### src/rtl/heartbeat_pulse_generator_if.sv
// Heartbeat pulse generator bus.
// Groups the tick strobe and heartbeat code going into the generator with the
// beat, beat_strobe and rate results coming out of it.
//   tick        : one-clk timing strobe from the shared prescaler
//   heartbeat   : 2-bit code from the upstream heartbeat model
//   beat        : double-pulse output, high during lub and dub
//   beat_strobe : one-clk pulse at the start of each period
//   rate        : code latched for the current period
interface heartbeat_pulse_generator_if;
  logic       tick;
  logic [1:0] heartbeat;
  logic       beat;
  logic       beat_strobe;
  logic [1:0] rate;

  modport master (
    output tick,
    output heartbeat,
    input  beat,
    input  beat_strobe,
    input  rate
  );

  modport slave (
    input  tick,
    input  heartbeat,
    output beat,
    output beat_strobe,
    output rate
  );
endinterface

### src/rtl/heartbeat_pulse_generator.sv
// Heartbeat pulse generator.
// Turns the 2-bit heartbeat code into a "lub-dub" double pulse per period.
// Period is selected by the code latched at each period boundary:
// 0 = P0 (fast), 1 = P1 (normal), 2 = P2 (slow), 3 = P3 (resting).
// All timing advances only on clk edges where tick is high.
// Ports:
//   clk   : system clock
//   reset : synchronous, active-high reset
//   bus   : slave modport (tick, heartbeat in; beat, beat_strobe, rate out)
// Optional build macro HEARTBEAT_FLATLINE_EN: code 3 means flatline; the
// generator sits in REST with beat low and re-samples heartbeat every tick
// until a non-3 code arrives. P3 is unused in that build.
module heartbeat_pulse_generator #(
  parameter int CNT_W     = 8,
  parameter int P0        = 20,
  parameter int P1        = 40,
  parameter int P2        = 60,
  parameter int P3        = 100,
  parameter int PULSE_LEN = 4,
  parameter int GAP_LEN   = 2
) (
  input  logic                         clk,
  input  logic                         reset,
  heartbeat_pulse_generator_if.slave   bus
);

  localparam int MIN_P   = 2 * PULSE_LEN + GAP_LEN + 1;
  localparam int MAX_LEN = 2 ** CNT_W;
  localparam int FIXED   = 2 * PULSE_LEN + GAP_LEN;

  // Elaboration-time legality checks on the period/length parameters.
  if (PULSE_LEN < 1 || PULSE_LEN > MAX_LEN) begin : g_bad_pulse_len
    $error("heartbeat_pulse_generator: PULSE_LEN out of range");
  end
  if (GAP_LEN < 1 || GAP_LEN > MAX_LEN) begin : g_bad_gap_len
    $error("heartbeat_pulse_generator: GAP_LEN out of range");
  end
  if (P0 < MIN_P || (P0 - FIXED) > MAX_LEN) begin : g_bad_p0
    $error("heartbeat_pulse_generator: P0 illegal");
  end
  if (P1 < MIN_P || (P1 - FIXED) > MAX_LEN) begin : g_bad_p1
    $error("heartbeat_pulse_generator: P1 illegal");
  end
  if (P2 < MIN_P || (P2 - FIXED) > MAX_LEN) begin : g_bad_p2
    $error("heartbeat_pulse_generator: P2 illegal");
  end
`ifndef HEARTBEAT_FLATLINE_EN
  if (P3 < MIN_P || (P3 - FIXED) > MAX_LEN) begin : g_bad_p3
    $error("heartbeat_pulse_generator: P3 illegal");
  end
`endif

  typedef enum logic [1:0] {
    LUB,
    GAP,
    DUB,
    REST
  } state_t;

  state_t             state_q, state_d;
  logic [CNT_W-1:0]   cnt_q,   cnt_d;
  logic [1:0]         rate_q,  rate_d;
  logic               beat_q,  beat_d;
  logic               beat_strobe_q, beat_strobe_d;

  // Counter load value for REST: remainder of the period after lub/gap/dub.
  function automatic logic [CNT_W-1:0] rest_load(input logic [1:0] r);
    int p;
    case (r)
      2'd0:    p = P0;
      2'd1:    p = P1;
      2'd2:    p = P2;
      default: p = P3;
    endcase
    return CNT_W'(p - FIXED - 1);
  endfunction

  localparam logic [CNT_W-1:0] PULSE_LOAD = CNT_W'(PULSE_LEN - 1);
  localparam logic [CNT_W-1:0] GAP_LOAD   = CNT_W'(GAP_LEN - 1);

  always_comb begin
    state_d       = state_q;
    cnt_d         = cnt_q;
    rate_d        = rate_q;
    beat_d        = beat_q;
    beat_strobe_d = 1'b0;

    if (bus.tick) begin
      if (cnt_q != '0) begin
        cnt_d = cnt_q - 1'b1;
      end else begin
        case (state_q)
          LUB: begin
            state_d = GAP;
            cnt_d   = GAP_LOAD;
            beat_d  = 1'b0;
          end
          GAP: begin
            state_d = DUB;
            cnt_d   = PULSE_LOAD;
            beat_d  = 1'b1;
          end
          DUB: begin
            state_d = REST;
            cnt_d   = rest_load(rate_q);
            beat_d  = 1'b0;
          end
          default: begin
            // Period boundary: the only point where heartbeat is sampled.
            rate_d = bus.heartbeat;
`ifdef HEARTBEAT_FLATLINE_EN
            if (bus.heartbeat == 2'd3) begin
              // Flatline: park in REST with cnt=0 so the next tick re-samples.
              state_d = REST;
              cnt_d   = '0;
              beat_d  = 1'b0;
            end else begin
              state_d       = LUB;
              cnt_d         = PULSE_LOAD;
              beat_d        = 1'b1;
              beat_strobe_d = 1'b1;
            end
`else
            state_d       = LUB;
            cnt_d         = PULSE_LOAD;
            beat_d        = 1'b1;
            beat_strobe_d = 1'b1;
`endif
          end
        endcase
      end
    end
  end

  always_ff @(posedge clk) begin
    if (reset) begin
      state_q       <= REST;
      cnt_q         <= '0;
      rate_q        <= 2'd3;
      beat_q        <= 1'b0;
      beat_strobe_q <= 1'b0;
    end else begin
      state_q       <= state_d;
      cnt_q         <= cnt_d;
      rate_q        <= rate_d;
      beat_q        <= beat_d;
      beat_strobe_q <= beat_strobe_d;
    end
  end

  assign bus.beat        = beat_q;
  assign bus.beat_strobe = beat_strobe_q;
  assign bus.rate        = rate_q;

endmodule

### src/flat_wrapper.sv
// flat-port wrapper written by rule: the top's interface ports become plain ports
module heartbeat_pulse_generator_flat 
#(
  parameter int CNT_W     = 8,
  parameter int P0        = 20,
  parameter int P1        = 40,
  parameter int P2        = 60,
  parameter int P3        = 100,
  parameter int PULSE_LEN = 4,
  parameter int GAP_LEN   = 2
)
  (clk, reset, bus_tick, bus_heartbeat, bus_beat, bus_beat_strobe, bus_rate);
  heartbeat_pulse_generator_if bus_i ();
  input  logic clk;
  input  logic reset;
  input wire logic [$bits(bus_i.tick)-1:0] bus_tick;
  input wire logic [$bits(bus_i.heartbeat)-1:0] bus_heartbeat;
  output wire logic [$bits(bus_i.beat)-1:0] bus_beat;
  output wire logic [$bits(bus_i.beat_strobe)-1:0] bus_beat_strobe;
  output wire logic [$bits(bus_i.rate)-1:0] bus_rate;
  assign bus_i.tick = bus_tick;
  assign bus_i.heartbeat = bus_heartbeat;
  assign bus_beat = bus_i.beat;
  assign bus_beat_strobe = bus_i.beat_strobe;
  assign bus_rate = bus_i.rate;
  heartbeat_pulse_generator #(.CNT_W(CNT_W), .P0(P0), .P1(P1), .P2(P2), .P3(P3), .PULSE_LEN(PULSE_LEN), .GAP_LEN(GAP_LEN)) u_core (.clk(clk), .reset(reset), .bus(bus_i));
endmodule
### config.mk
export PLATFORM = sky130hd
export DESIGN_NAME = heartbeat_pulse_generator_flat
export DESIGN_NICKNAME = d
export VERILOG_FILES = /design/src/rtl/heartbeat_pulse_generator_if.sv /design/src/rtl/heartbeat_pulse_generator.sv /design/src/flat_wrapper.sv
export SDC_FILE = /design/constraint.sdc
export NUM_CORES = 1
export LEC_CHECK = 0
export CORE_MARGIN = 5
export CORE_UTILIZATION = 53
export DETAILED_ROUTE_END_ITERATION = 10
export GPL_TIMING_DRIVEN = 0
export PLACE_DENSITY = 0.76
export SLEW_MARGIN = 25
export SYNTH_ARGS = -nofsm -noshare
export SYNTH_HDL_FRONTEND = slang
export SYNTH_SLANG_ARGS = --single-unit
### constraint.sdc
create_clock -name clk -period 2.8 [get_ports clk]
set_clock_uncertainty 0.15 [all_clocks]
set_input_delay 0.28 -clock clk [delete_from_list [all_inputs] [get_ports clk]]
set_output_delay 0.28 -clock clk [all_outputs]
set_load 0.01 [all_outputs]
==> impl_results.md <==
- Antenna cells: 0
- Slew Limit Fails: 0
- GRT overflow: 0
- CTS Sinks: 14
- Final Hold Viols: 0
- Status: completed
- LEAKAGE: between 0.3 and 0.4 nW
- Nets: 113
- Hold Slack: between 0.3 and 0.4 ns
- Syn. warnings: 0
- TritonCTS buffer count: 3
- Total GRT Usage: 0.1622
- FILL cells: roughly 130
- Largest net degree at the start of global routing: 11
- Power, Total: 685.6 µW
- Final setup TNS: 0 ns
- Drt via density: around 6.3
- CP startpoint kind: register
- Resize count post-CTS: 0
- Yosys cell types: 36
- Fin crit period: ~2.1 ns
- Initial antenna violation count: 0
- Routed vias: around 750
- Area of the die: ~2400 µm²
- Post-route cell area: approximately 940 µm²
- Share of cells above drive strength 1: 0.09804
- Dpl ws: slightly above 0.7 ns
- Drt total wl: 1.829 mm
- Storage cell area: roughly 280 µm²
- Worst hold path class: register to register
- WS Path Type: register to register
- FP Rows: 14
- Mean Syn Cell Area: 8.897 µm²
- Skew-Pair Late Insertion Delay: approximately 0.29 ns
- Port-buffer cells: 8
- Post-synthesis sequential area ratio: 0.3500
- Die Wd: 48.87 µm
- RSZ-0062 raised after global routing: false
- Cells after DPL: roughly 110
- Highest-count cells in the layout ignoring fill and taps: dfxtp_1 (14), o21ai_0 (8), clkdlybuf4s50_1 (8)
- Commonest non-fill, non-tap cell in the layout: dfxtp_1
- Routed WL per cell: between 15 and 20 µm
- Final worst setup slack: 0.7033 ns
- Initial core utilization: 0.5442
- CTS Root Cell: clkbuf_4
- Worst-path clk slew: approximately 0.09 ns
- Mapped Nets: 100
- Die height: a little under 50 µm
- Peak supply drop: 0.3632 mV
- DP HPWL: ~1.3 mm
- Final core utilization: 0.6369
- WP data required: 2.88 ns
- # DRC: 0
- Core ar.: 1471 µm²
- RePlAce Congestion: roughly 0.8
- H-tree lvl count: 1
- Maxcap violations: 0
- Vias in the first global route: about 680
- Post-Syn Instances: 90
- Post-Layout Cell Count: about 120
- DR iter-0 viols: 11
- Critical Path Fanout Max: 7
- Area post-placement: ~900 µm²
- Syn-to-layout area delta: 17.03%
- Max-slew headroom: 0.4756
- First-pass GRT wire length: approximately 3.1 mm
- DR pass1 iterations: 4
- Critical Path End Type: register
- Synthesized flop and latch total: 14
- Worst-Margin Slew: roughly 0.78 ns
- Boundary pin count: 9
- Fmax achieved: 476.9 MHz
- Pwr Density: between 700 and 800 nW/µm²
- Worst EP arrival: about 2.2 ns
- Final Cycle Share: 0.7488
- Hold buffers post-CTS: 0
- Post CTS Setup Buffer Count: 0
- Final setup fails: 0
- Antenna Violating Nets Remaining: 0
- Clock tree from TritonCTS: done
- Mapped Area: between 800 and 900 µm²
- Multi-input logic area: 481.7 µm²
- Clock Tree Buf Depth: 2
power by group:
part	internal [mW]	switching [mW]
sequential	0.235	0.0436
combinational	0.117	0.135
clock	0.0793	0.0763
total	0.431	0.255
cell type report:
type / instances / share of cell area
Multi-Input combinational cell: 67 / 0.5140
Buffer: 2 / 0.01335
Tap cell: 16 / 0.02136
Timing Repair Buffer: 8 / 0.08545
Inverter: 7 / 0.02804
Sequential cell: 14 / 0.2991
Clock buffer: 4 / 0.03872
synthesized netlist by cell type:
cell       number  share of area
mux2i_1         3          0.038
o41ai_1         1          0.011
dfxtp_1        14           0.35
nor3b_1         2          0.019
nor4b_1         2          0.022
or4b_1          1          0.013
or4_1           3          0.028
a211o_2         1          0.013
a311o_1         1          0.013
o311ai_0        1          0.011
or3b_2          1          0.011
a21oi_1         3          0.019
nor3_1          1         0.0062
nor2_1          7          0.033
clkinv_1        1         0.0047
nor2b_1         1         0.0078
a31oi_1         2          0.016
o2111ai_1       2          0.022
and3b_1         1          0.011
a211o_1         1          0.011
buf_2           1         0.0062
nand3_1         4          0.025
inv_1           6          0.028
ha_1            5          0.078
nor4_1          2          0.016
or4_4           1          0.014
a21boi_0        1         0.0094
buf_4           1         0.0094
a311oi_1        1          0.011
nand3b_1        1         0.0094
o211ai_1        3          0.028
o22a_1          1          0.011
o21ai_0         8          0.050
o21a_1          2          0.019
and4bb_2        1          0.016
nand2_1         3          0.014
worst max-delay path: stages (launching register included):
cell	delay (ns)
dfxtp_1	0.35
inv_1	0.09
ha_1	0.28
or3b_2	0.53
or4_1	0.48
a31oi_1	0.16
cell families (layout without fill, tap and decap cells):
kind of cell	Yosys count	in the layout	synth area share
compound gates	28	28	0.2422
buf+inv	9	21	0.04843
simple gates	31	31	0.2438
fa+ha+maj	5	5	0.07813
mux	3	3	0.03750
flops	14	14	0.3500
metal layers:
metal,part of all wire,global-route usage,vias to the layer above
met5,0,0,-
met4,0.021,0.08072,0
met3,0.025,0.03976,5
met2,0.48,0.2609,10
met1,0.47,0.1985,359
li1,-,-,375
path summary, 6_finish.rpt:
check	from	to	slack (ns)	depth (start not counted)
worst max-delay path	u_core.cnt_q[0]$_SDFFE_PP0P_	u_core.cnt_q[2]$_SDFFE_PP0P_	0.70	5
worst min-delay path	u_core.cnt_q[0]$_SDFFE_PP0P_	u_core.cnt_q[0]$_SDFFE_PP0P_	0.37	1
worst max register to register	u_core.cnt_q[0]$_SDFFE_PP0P_	u_core.cnt_q[2]$_SDFFE_PP0P_	0.70	5
worst min register to register	u_core.cnt_q[0]$_SDFFE_PP0P_	u_core.cnt_q[0]$_SDFFE_PP0P_	0.37	1
state kept, by name, indices dropped and copies added (netlist names):
name	cells
u_core.cnt_q	8
u_core.bus.rate	2
u_core.state_q	2
u_core.bus.beat	1
u_core.bus.beat_strobe	1
(Power assumes the default switching activity.)
